===== config.mk =====
export PLATFORM = sky130hd
export DESIGN_NAME = axil2apb_bridge
export DESIGN_NICKNAME = d
export VERILOG_FILES = /design/src/rtl/axil2apb_pkg.sv /design/src/rtl/axil2apb_bridge.sv
export SDC_FILE = /design/constraint.sdc
export NUM_CORES = 1
export LEC_CHECK = 0
export ABC_AREA = 1
export CORE_MARGIN = 3
export CORE_UTILIZATION = 30
export DETAILED_ROUTE_END_ITERATION = 6
export PLACE_DENSITY_LB_ADDON = 0.1
export SLEW_MARGIN = 20
export SYNTH_ARGS = -nofsm -noshare
export SYNTH_HDL_FRONTEND = slang
export SYNTH_SLANG_ARGS = --single-unit

===== constraint.sdc =====
create_clock -name clock -period 2.58 [get_ports clock]
set_clock_uncertainty 0.2 [all_clocks]
set_input_delay 0.258 -clock clock [delete_from_list [all_inputs] [get_ports clock]]
set_output_delay 0.258 -clock clock [all_outputs]
set_load 0.05 [all_outputs]

===== src/rtl/axil2apb_pkg.sv =====
// axil2apb_pkg: shared FSM state encoding and AXI response codes for the AXI4-Lite to APB bridge.
package axil2apb_pkg;

    typedef enum logic [1:0] {
        IDLE   = 2'd0,
        SETUP  = 2'd1,
        ACCESS = 2'd2,
        RESP   = 2'd3
    } state_t;

    localparam logic [1:0] RESP_OKAY   = 2'b00;
    localparam logic [1:0] RESP_SLVERR = 2'b10;

endpackage


===== src/rtl/axil2apb_bridge.sv =====
// axil2apb_bridge: AXI4-Lite slave to APB master bridge, one transfer in flight, round-robin read/write arbitration.
// Optional ACCESS-phase timeout enabled by defining APB_TIMEOUT_EN.
module axil2apb_bridge
    import axil2apb_pkg::*;
#(
    parameter int TIMEOUT_CYCLES = 255
) (
    input  logic        clock,
    input  logic        reset,
    input  logic        in_awvalid,
    output logic        in_awready,
    input  logic [31:0] in_awaddr,
    input  logic [2:0]  in_awprot,
    input  logic        in_wvalid,
    output logic        in_wready,
    input  logic [31:0] in_wdata,
    input  logic [3:0]  in_wstrb,
    output logic        in_bvalid,
    input  logic        in_bready,
    output logic [1:0]  in_bresp,
    input  logic        in_arvalid,
    output logic        in_arready,
    input  logic [31:0] in_araddr,
    input  logic [2:0]  in_arprot,
    output logic        in_rvalid,
    input  logic        in_rready,
    output logic [31:0] in_rdata,
    output logic [1:0]  in_rresp,
    output logic        out_psel,
    output logic        out_penable,
    output logic [2:0]  out_pprot,
    output logic [31:0] out_paddr,
    output logic        out_pwrite,
    output logic [31:0] out_pwdata,
    output logic [3:0]  out_pstrb,
    input  logic        out_pready,
    input  logic        out_pslverr,
    input  logic [31:0] out_prdata
);

    if (TIMEOUT_CYCLES < 1) begin : g_bad_timeout
        $error("TIMEOUT_CYCLES must be at least 1");
    end

    state_t      state_q, state_d;
    logic        write_q, write_d;
    logic        pref_w_q, pref_w_d;
    logic [31:0] addr_q, addr_d;
    logic [2:0]  prot_q, prot_d;
    logic [31:0] wdata_q, wdata_d;
    logic [3:0]  strb_q, strb_d;
    logic [31:0] rdata_q, rdata_d;
    logic        slverr_q, slverr_d;
    logic        timeout_hit;
    logic        idle, wr_ok, grant_r, grant_w;

    // Readies are gated by reset so nothing handshakes while the bridge is held in reset.
    assign idle    = (state_q == IDLE) & reset;
    assign wr_ok   = in_awvalid & in_wvalid;
    assign grant_r = idle & in_arvalid & (~wr_ok | ~pref_w_q);
    assign grant_w = idle & wr_ok & (~in_arvalid | pref_w_q);

`ifdef APB_TIMEOUT_EN
    localparam int CW = ($clog2(TIMEOUT_CYCLES + 1) > 8) ? $clog2(TIMEOUT_CYCLES + 1) : 8;
    logic [CW-1:0] cnt_q, cnt_d;
    always_comb begin
        cnt_d       = (state_q == ACCESS) ? cnt_q + CW'(1) : '0;
        timeout_hit = (state_q == ACCESS) && !out_pready && (cnt_q == CW'(TIMEOUT_CYCLES - 1));
    end
    always_ff @(posedge clock or negedge reset) begin
        if (!reset) cnt_q <= '0;
        else        cnt_q <= cnt_d;
    end
`else
    assign timeout_hit = 1'b0;
`endif

    always_comb begin
        state_d  = state_q;
        write_d  = write_q;
        pref_w_d = pref_w_q;
        addr_d   = addr_q;
        prot_d   = prot_q;
        wdata_d  = wdata_q;
        strb_d   = strb_q;
        rdata_d  = rdata_q;
        slverr_d = slverr_q;
        case (state_q)
            IDLE: begin
                if (grant_r) begin
                    state_d  = SETUP;
                    write_d  = 1'b0;
                    pref_w_d = 1'b1;
                    addr_d   = in_araddr;
                    prot_d   = in_arprot;
                    wdata_d  = '0;
                    strb_d   = '0;
                end else if (grant_w) begin
                    state_d  = SETUP;
                    write_d  = 1'b1;
                    pref_w_d = 1'b0;
                    addr_d   = in_awaddr;
                    prot_d   = in_awprot;
                    wdata_d  = in_wdata;
                    strb_d   = in_wstrb;
                end
            end
            SETUP: state_d = ACCESS;
            ACCESS: begin
                if (out_pready) begin
                    state_d  = RESP;
                    rdata_d  = write_q ? 32'h0 : out_prdata;
                    slverr_d = out_pslverr;
                end else if (timeout_hit) begin
                    state_d  = RESP;
                    rdata_d  = '0;
                    slverr_d = 1'b1;
                end
            end
            RESP: state_d = (write_q ? in_bready : in_rready) ? IDLE : RESP;
            default: state_d = IDLE;
        endcase
    end

    always_ff @(posedge clock or negedge reset) begin
        if (!reset) begin
            state_q  <= IDLE;
            write_q  <= 1'b0;
            pref_w_q <= 1'b0;
            addr_q   <= '0;
            prot_q   <= '0;
            wdata_q  <= '0;
            strb_q   <= '0;
            rdata_q  <= '0;
            slverr_q <= 1'b0;
        end else begin
            state_q  <= state_d;
            write_q  <= write_d;
            pref_w_q <= pref_w_d;
            addr_q   <= addr_d;
            prot_q   <= prot_d;
            wdata_q  <= wdata_d;
            strb_q   <= strb_d;
            rdata_q  <= rdata_d;
            slverr_q <= slverr_d;
        end
    end

    assign in_awready  = grant_w;
    assign in_wready   = grant_w;
    assign in_arready  = grant_r;
    assign in_bvalid   = (state_q == RESP) & write_q;
    assign in_rvalid   = (state_q == RESP) & ~write_q;
    assign in_bresp    = slverr_q ? RESP_SLVERR : RESP_OKAY;
    assign in_rresp    = slverr_q ? RESP_SLVERR : RESP_OKAY;
    assign in_rdata    = rdata_q;
    assign out_psel    = (state_q == SETUP) | (state_q == ACCESS);
    assign out_penable = (state_q == ACCESS);
    assign out_pprot   = prot_q;
    assign out_paddr   = addr_q;
    assign out_pwrite  = write_q;
    assign out_pwdata  = wdata_q;
    assign out_pstrb   = strb_q;

endmodule


==> flow_summary.ini, run 1 <==
[outcome]
status = finished clean

[layout]
multi_input_area_um2 = 1630
drive_gt1_frac = 0.0426
layout_common_cells = 256 x nand2_1, 255 x clkdlybuf4s50_1, 108 x dfrtp_1
seq_area_um2 = 2700
fill_cells = 1438
nets = 967
mostFrequentLayoutCell = nand2_1
area_growth_pct = 64.0
diodes = 0

[logic_synthesis]
yosysWarnings = 0
synth_area_leaders = dfrtp_1 57%, nand2_1 20%, o21ai_1 6.7%, o21ai_0 4.1%, inv_1 3.6%
ys_seq_elements = 108
netlist.area_leader.share = 0.567
synthCells = 575
synth_top_cell_by_area = dfrtp_1
seq_area_frac_synth = 0.567
synth_cell_types = 24
synth_area_um2 = 4770
avgSynthCellArea_um2 = 8.29

[setup_path]
arrival_ns = 1.92
max_stage_delay_ns = 0.81
cp_cell_sequence = ha_1, inv_1, nor2_1, clkdlybuf4s50_1
cp.buffers_inverters = 2
path_max_fanout = 5
slowest_stage = clkdlybuf4s50_1
endpoint_kind = primary output
cp-start-kind = flip-flop
crit_type = reg -> out
path_delay_family = buffers and inverters
cp.required_ns = 2.12

[floorplan]
start_util = 0.310
chipWidth_um = 132
fp.dieH_um = 132
dieArea_um2 = 17400
coreArea_um2 = 15400
rows = 45
io_pins = 262

[timing]
fin_crit_sh = 0.923
min_period_ns = 2.38
fmaxAchievable_ghz = 0.420
slew_headroom = 0.599
setup_viol = 0
worst_pin_slew_ns = 0.601
hold_viol = 0
rsz0062_at_grt = false
tns_ns = 0
maxSlewViolCount = 0

[pwr]
power.density_nw_per_um2 = 1320
peakVddDrop_v = 0.000697
p_leak_uw = 0.00375
power.total_uw = 10300

[global_route]
grt_pass1_vias = 4492
overflow = 0
grt_max_degree = 109
antenna_found_initial = 0
grt_use_total = 0.170
grt_pass1_wl_um = 23800

[clock_network]
cts_buffers = 9
cts_tree = yes
clkSinkCount = 108
worstSkewPairLatency_ns = 0.34
ctsResizeCount = 0
clkSlewWorstSetupHoldPaths_ns = 0.07
cts-root-buf = clkbuf_16
htreeDepth = 3
cts_buffer_depth = 2

[routing]
routed-wl-met3_um = 1550
wl_met1_um = 6080
wirelength_um = 14800
drc_errors = 0
met2_length_um = 6900
vias = 4466
dr.first_iter.drc_count = 185
avgRoutedWirePerCell_um = 14.3
viasPerCell = 4.32
dr.pass1.iters = 4
postRouteAntennaNets = 0
top_layer_used = met4

[min_path]
hold_path.class = in -> reg

[placement]
port_buffers = 259
dp_hpwl_um = 10900
routabilityCongestion = 0.768

[job]
drv_cap = 0
[worst paths after layout]
path                                from              to  slack, ns  depth (start not counted)
max in group asynchronous          reset   out_paddr[29]       1.32                          3
max                           state_q[1]       in_rvalid       0.20                          4
max reg2reg                   state_q[1]   out_pwdata[8]       0.56                          9
min reg2reg                out_pwdata[1]   out_pwdata[1]       0.27                          2
min in group asynchronous          reset   out_paddr[10]       0.40                          3
min                         in_wdata[29]  out_pwdata[29]       0.24                          3
[layout make-up]
cell class | instances | share of cell area
timing repair buffer | 268 | 0.350
sequential | 108 | 0.346
multi-input combinational | 382 | 0.208
tap | 211 | 0.0338
clock buffer | 11 | 0.0310
inverter | 48 | 0.0230
clock inverter | 5 | 0.00784
[logic make-up after synthesis]
| family | synth area share |
|---|---|
| flip-flops | 0.567 |
| AO/OA/AOI/OAI | 0.109 |
| AND/OR/NAND/NOR | 0.220 |
| other | 0.000787 |
| adder cells (fa/ha/maj) | 0.00787 |
| multiplexers | 0.00236 |
| buffers and inverters | 0.0929 |
[cell usage after synthesis]
cell / instances
nand3b_1: 1
buf_4: 9
buf_2: 8
inv_1: 46
clkinv_1: 1
or2_2: 1
buf_1: 1
nor2_1: 1
a21oi_1: 1
clkbuf_1: 9
o21ai_0: 39
mux2_2: 1
nand2_2: 2
inv_2: 1
conb_1: 1
nor2_2: 2
clkbuf_2: 1
nand3_1: 7
dfrtp_1: 108
buf_6: 10
nand2_1: 257
ha_1: 3
o21ai_1: 64
nand4_1: 1
[stage by stage]
stage                     area, µm²   util  instances  worst slack, ns  hold slack [ns]
after CTS                      7820  0.509       1033            0.144            0.229
after detailed placement       7500  0.488       1016            0.540            0.258
after floorplan                4770      -        576            0.598           -0.238
after global routing           7820  0.509       1033           0.0361            0.238
final                          7820  0.509       1033            0.198            0.245
after global placement         7500  0.488       1016            0.552            0.251
[repair_timing]
action | CTS | global route
hold buffers | 1 | 0
hold endpoints to repair | 108 | 0
buffers inserted | 0 | 0
[tightest hold or removal path, delay by kind of cell]
| kind | cells | cell delay, ns |
|---|---|---|
| and+or+nand+nor | 2 | 0.11 |
| buffers and inverters | 1 | 0.39 |
[routing by layer]
| metal | up-vias | global-route usage |
|---|---|---|
| met4 | 0 | 0.0554 |
| met2 | 171 | 0.273 |
| met3 | 16 | 0.0656 |
| li1 | 2266 | - |
| met5 | - | 0 |
| met1 | 2013 | 0.212 |
[state kept, by name, indices dropped and copies added (netlist names)]
register,count
in_rdata,32
out_paddr,32
out_pprot,3
out_pstrb,4
out_pwdata,32
out_pwrite,1
pref_w_q,1
slverr_q,1
state_q,2
[power by group]
group | internal, µW | total [µW] | switching [µW]
sequential | 2440 | 2860 | 422
combinational | 1960 | 6020 | 4060
clock | 782 | 1410 | 633
total | 5180 | 10300 | 5110
(Power assumes the default switching activity.)
==> inputs of run 2 (changes only) <==
--- a/config.mk
+++ b/config.mk
@@ -8,6 +8,7 @@
 export ABC_AREA = 1
 export CORE_MARGIN = 3
 export CORE_UTILIZATION = 30
+export CTS_CLUSTER_DIAMETER = 100
 export DETAILED_ROUTE_END_ITERATION = 6
 export PLACE_DENSITY_LB_ADDON = 0.1
 export SLEW_MARGIN = 20
==> results of run 2 <==
Final layout, timing and power as in run 1 (identical DEF).
==> inputs of run 3 (changes only) <==
==> constraint.sdc (replaced) <==
create_clock -name clock -period 2.2 [get_ports clock]
set_clock_uncertainty 0.2 [all_clocks]
set_input_delay 0.22 -clock clock [delete_from_list [all_inputs] [get_ports clock]]
set_output_delay 0.22 -clock clock [all_outputs]
set_load 0.05 [all_outputs]
==> run 3 against run 2 <==
Effect of this change:
- worst hold slack worse by 0.040 ns
- final cell count grew 0.58%
- clock power up 8%
- critical path depth rose by 4
- count of clock-buffer cells in the layout decreased by 2
- routed wire length decreased by 0.47%
- worst setup slack got worse by 0.11 ns
- largest power group unchanged
==> flow_summary.ini, run 3 (same netlist as run 1, synthesis figures left out) <==
[outcome]
status = finished clean

[setup_path]
crit_type = reg -> out
arrival_ns = 1.69
slowest_stage = dfrtp_1
path_max_fanout = 10
reg2reg_to = out_paddr[0]
endpoint_kind = primary output
max_stage_delay_ns = 0.40
cp.required_ns = 1.78
reg2reg_setup_slack_ns = 0.34
cp-start-kind = flip-flop
cp_cell_sequence = inv_1, ha_2, nand2_2, nor2_2, nand2_2, inv_4, buf_12, buf_12
rr_startpoint = state_q[0]
worstRegToRegCells = 9

[clock_network]
cts_buffers = 9
cts_tree = yes
worstSkewPairLatency_ns = 0.34
clkSlewWorstSetupHoldPaths_ns = 0.07
cts-root-buf = clkbuf_16
cts_buffer_depth = 2
clkSinkCount = 108
htreeDepth = 3

[routing]
vias = 4526
dr.first_iter.drc_count = 189
drc_errors = 0
dr.pass1.iters = 7
wirelength_um = 14700
viasPerCell = 4.36
postRouteAntennaNets = 0
avgRoutedWirePerCell_um = 14.2

[placement]
routabilityCongestion = 0.785
port_buffers = 259
dp_hpwl_um = 10800

[global_route]
met3_usage = 0.0622
grt-busiest-layer = met2
grt_util_met1 = 0.207
grt_pass1_vias = 4603
grt_max_degree = 81
grt_pass1_wl_um = 23800
antenna_found_initial = 0
overflow = 0
grt_use_total = 0.168
use_met2 = 0.267

[layout]
post-route-util = 0.513
mostFrequentLayoutCell = nand2_1
nets = 974
drive_gt1_frac = 0.0592
layout_common_cells = 256 x nand2_1, 250 x clkdlybuf4s50_1, 108 x dfrtp_1
diodes = 0
area_growth_pct = 65.4

[job]
drv_cap = 0

[timing]
slew_headroom = 0.479
worst_pin_slew_ns = 0.781
setup_viol = 0
holdWs_ns = 0.204
min_period_ns = 2.11
fin_crit_sh = 0.959
hold_viol = 0
fmaxAchievable_ghz = 0.474
maxSlewViolCount = 0

[floorplan]
io_pins = 262
fp.dieH_um = 132
start_util = 0.310
rows = 45
coreArea_um2 = 15400
dieArea_um2 = 17400
chipWidth_um = 132

[min_path]
hold_path.class = in -> reg
worstHoldEndpoint = out_pwdata[12]
holdPathStages = 3
min_from = in_wdata[12]

[pwr]
power.total_uw = 12000
p_leak_uw = 0.00380
peakVddDrop_v = 0.000631
power.density_nw_per_um2 = 1520
[run 3: cell types whose count changed in the layout (fill, tap and decap cells not counted), sizes merged]
| cell | change |
|---|---|
| clkinvlp | -1 |
| clkinv | +2 |
| bufbuf | +2 |
| buf | +10 |
| bufinv | -1 |
| clkdlybuf4s50 | -5 |
| inv | +1 |
| clkbuf | -2 |
[run 3: worst max-delay path: cells and delay by family (launching register included)]
family / cells / cell delay (ns)
adder cells (fa/ha/maj): 1 / 0.21
buffers and inverters: 4 / 0.47
flip-flops: 1 / 0.40
AND/OR/NAND/NOR: 3 / 0.26
[run 3: cell type report]
cell class	count	area, µm²
Fill cell	1471	7490
Timing Repair Buffer	275	2830
Sequential cell	108	2700
Multi-Input combinational cell	382	1630
Tap cell	211	264
Clock buffer	9	225
Inverter	48	183
Clock inverter	6	50.0
[run 3: per-layer routing]
metal | wire, µm | up-vias
li1 | - | 2270
met1 | 6160 | 2060
met2 | 6790 | 171
met3 | 1360 | 25
met4 | 394 | 0
met5 | 0 | -
[run 3: how the worst max path moves through the flow]
stage | from | to | slack [ns] | depth (start not counted)
after floorplan | state_q[1] | in_wready | 0.26 | 8
after global placement | in_awvalid | out_pprot[1] | 0.32 | 7
after detailed placement | state_q[1] | out_paddr[0] | 0.27 | 9
after CTS | state_q[1] | in_awready | 0.01 | 8
after global routing | state_q[0] | in_awready | -0.007 | 8
final | state_q[0] | in_awready | 0.09 | 8
[run 3: timing repair]
action	in CTS	in global routing
setup endpoints to repair	2	2
gates cloned	2	0
hold buffers	1	0
hold endpoints to repair	108	0
setup buffers	0	2
gates resized for setup	2	1
[run 3: stage by stage]
stage / cell area [µm²] / setup WS (ns) / setup TNS [ns] / instances
6_report: 7890 / 0.0904 / 0 / 1039
5_1_grt: 7890 / -0.00748 / -0.0140 / 1039
4_1_cts: 7870 / 0.00999 / 0 / 1037
3_5_place_dp: 7510 / 0.274 / 0 / 1019
3_3_place_gp: 7510 / 0.316 / 0 / 1019
2_1_floorplan: 4770 / 0.256 / 0 / 576
[run 3: where the power goes]
part | internal [µW] | leakage, µW | switching [µW]
clock network | 772 | 0.000128 | 750
registers | 2860 | 0.00140 | 503
logic | 2350 | 0.00228 | 4770
total | 5990 | 0.00380 | 6020
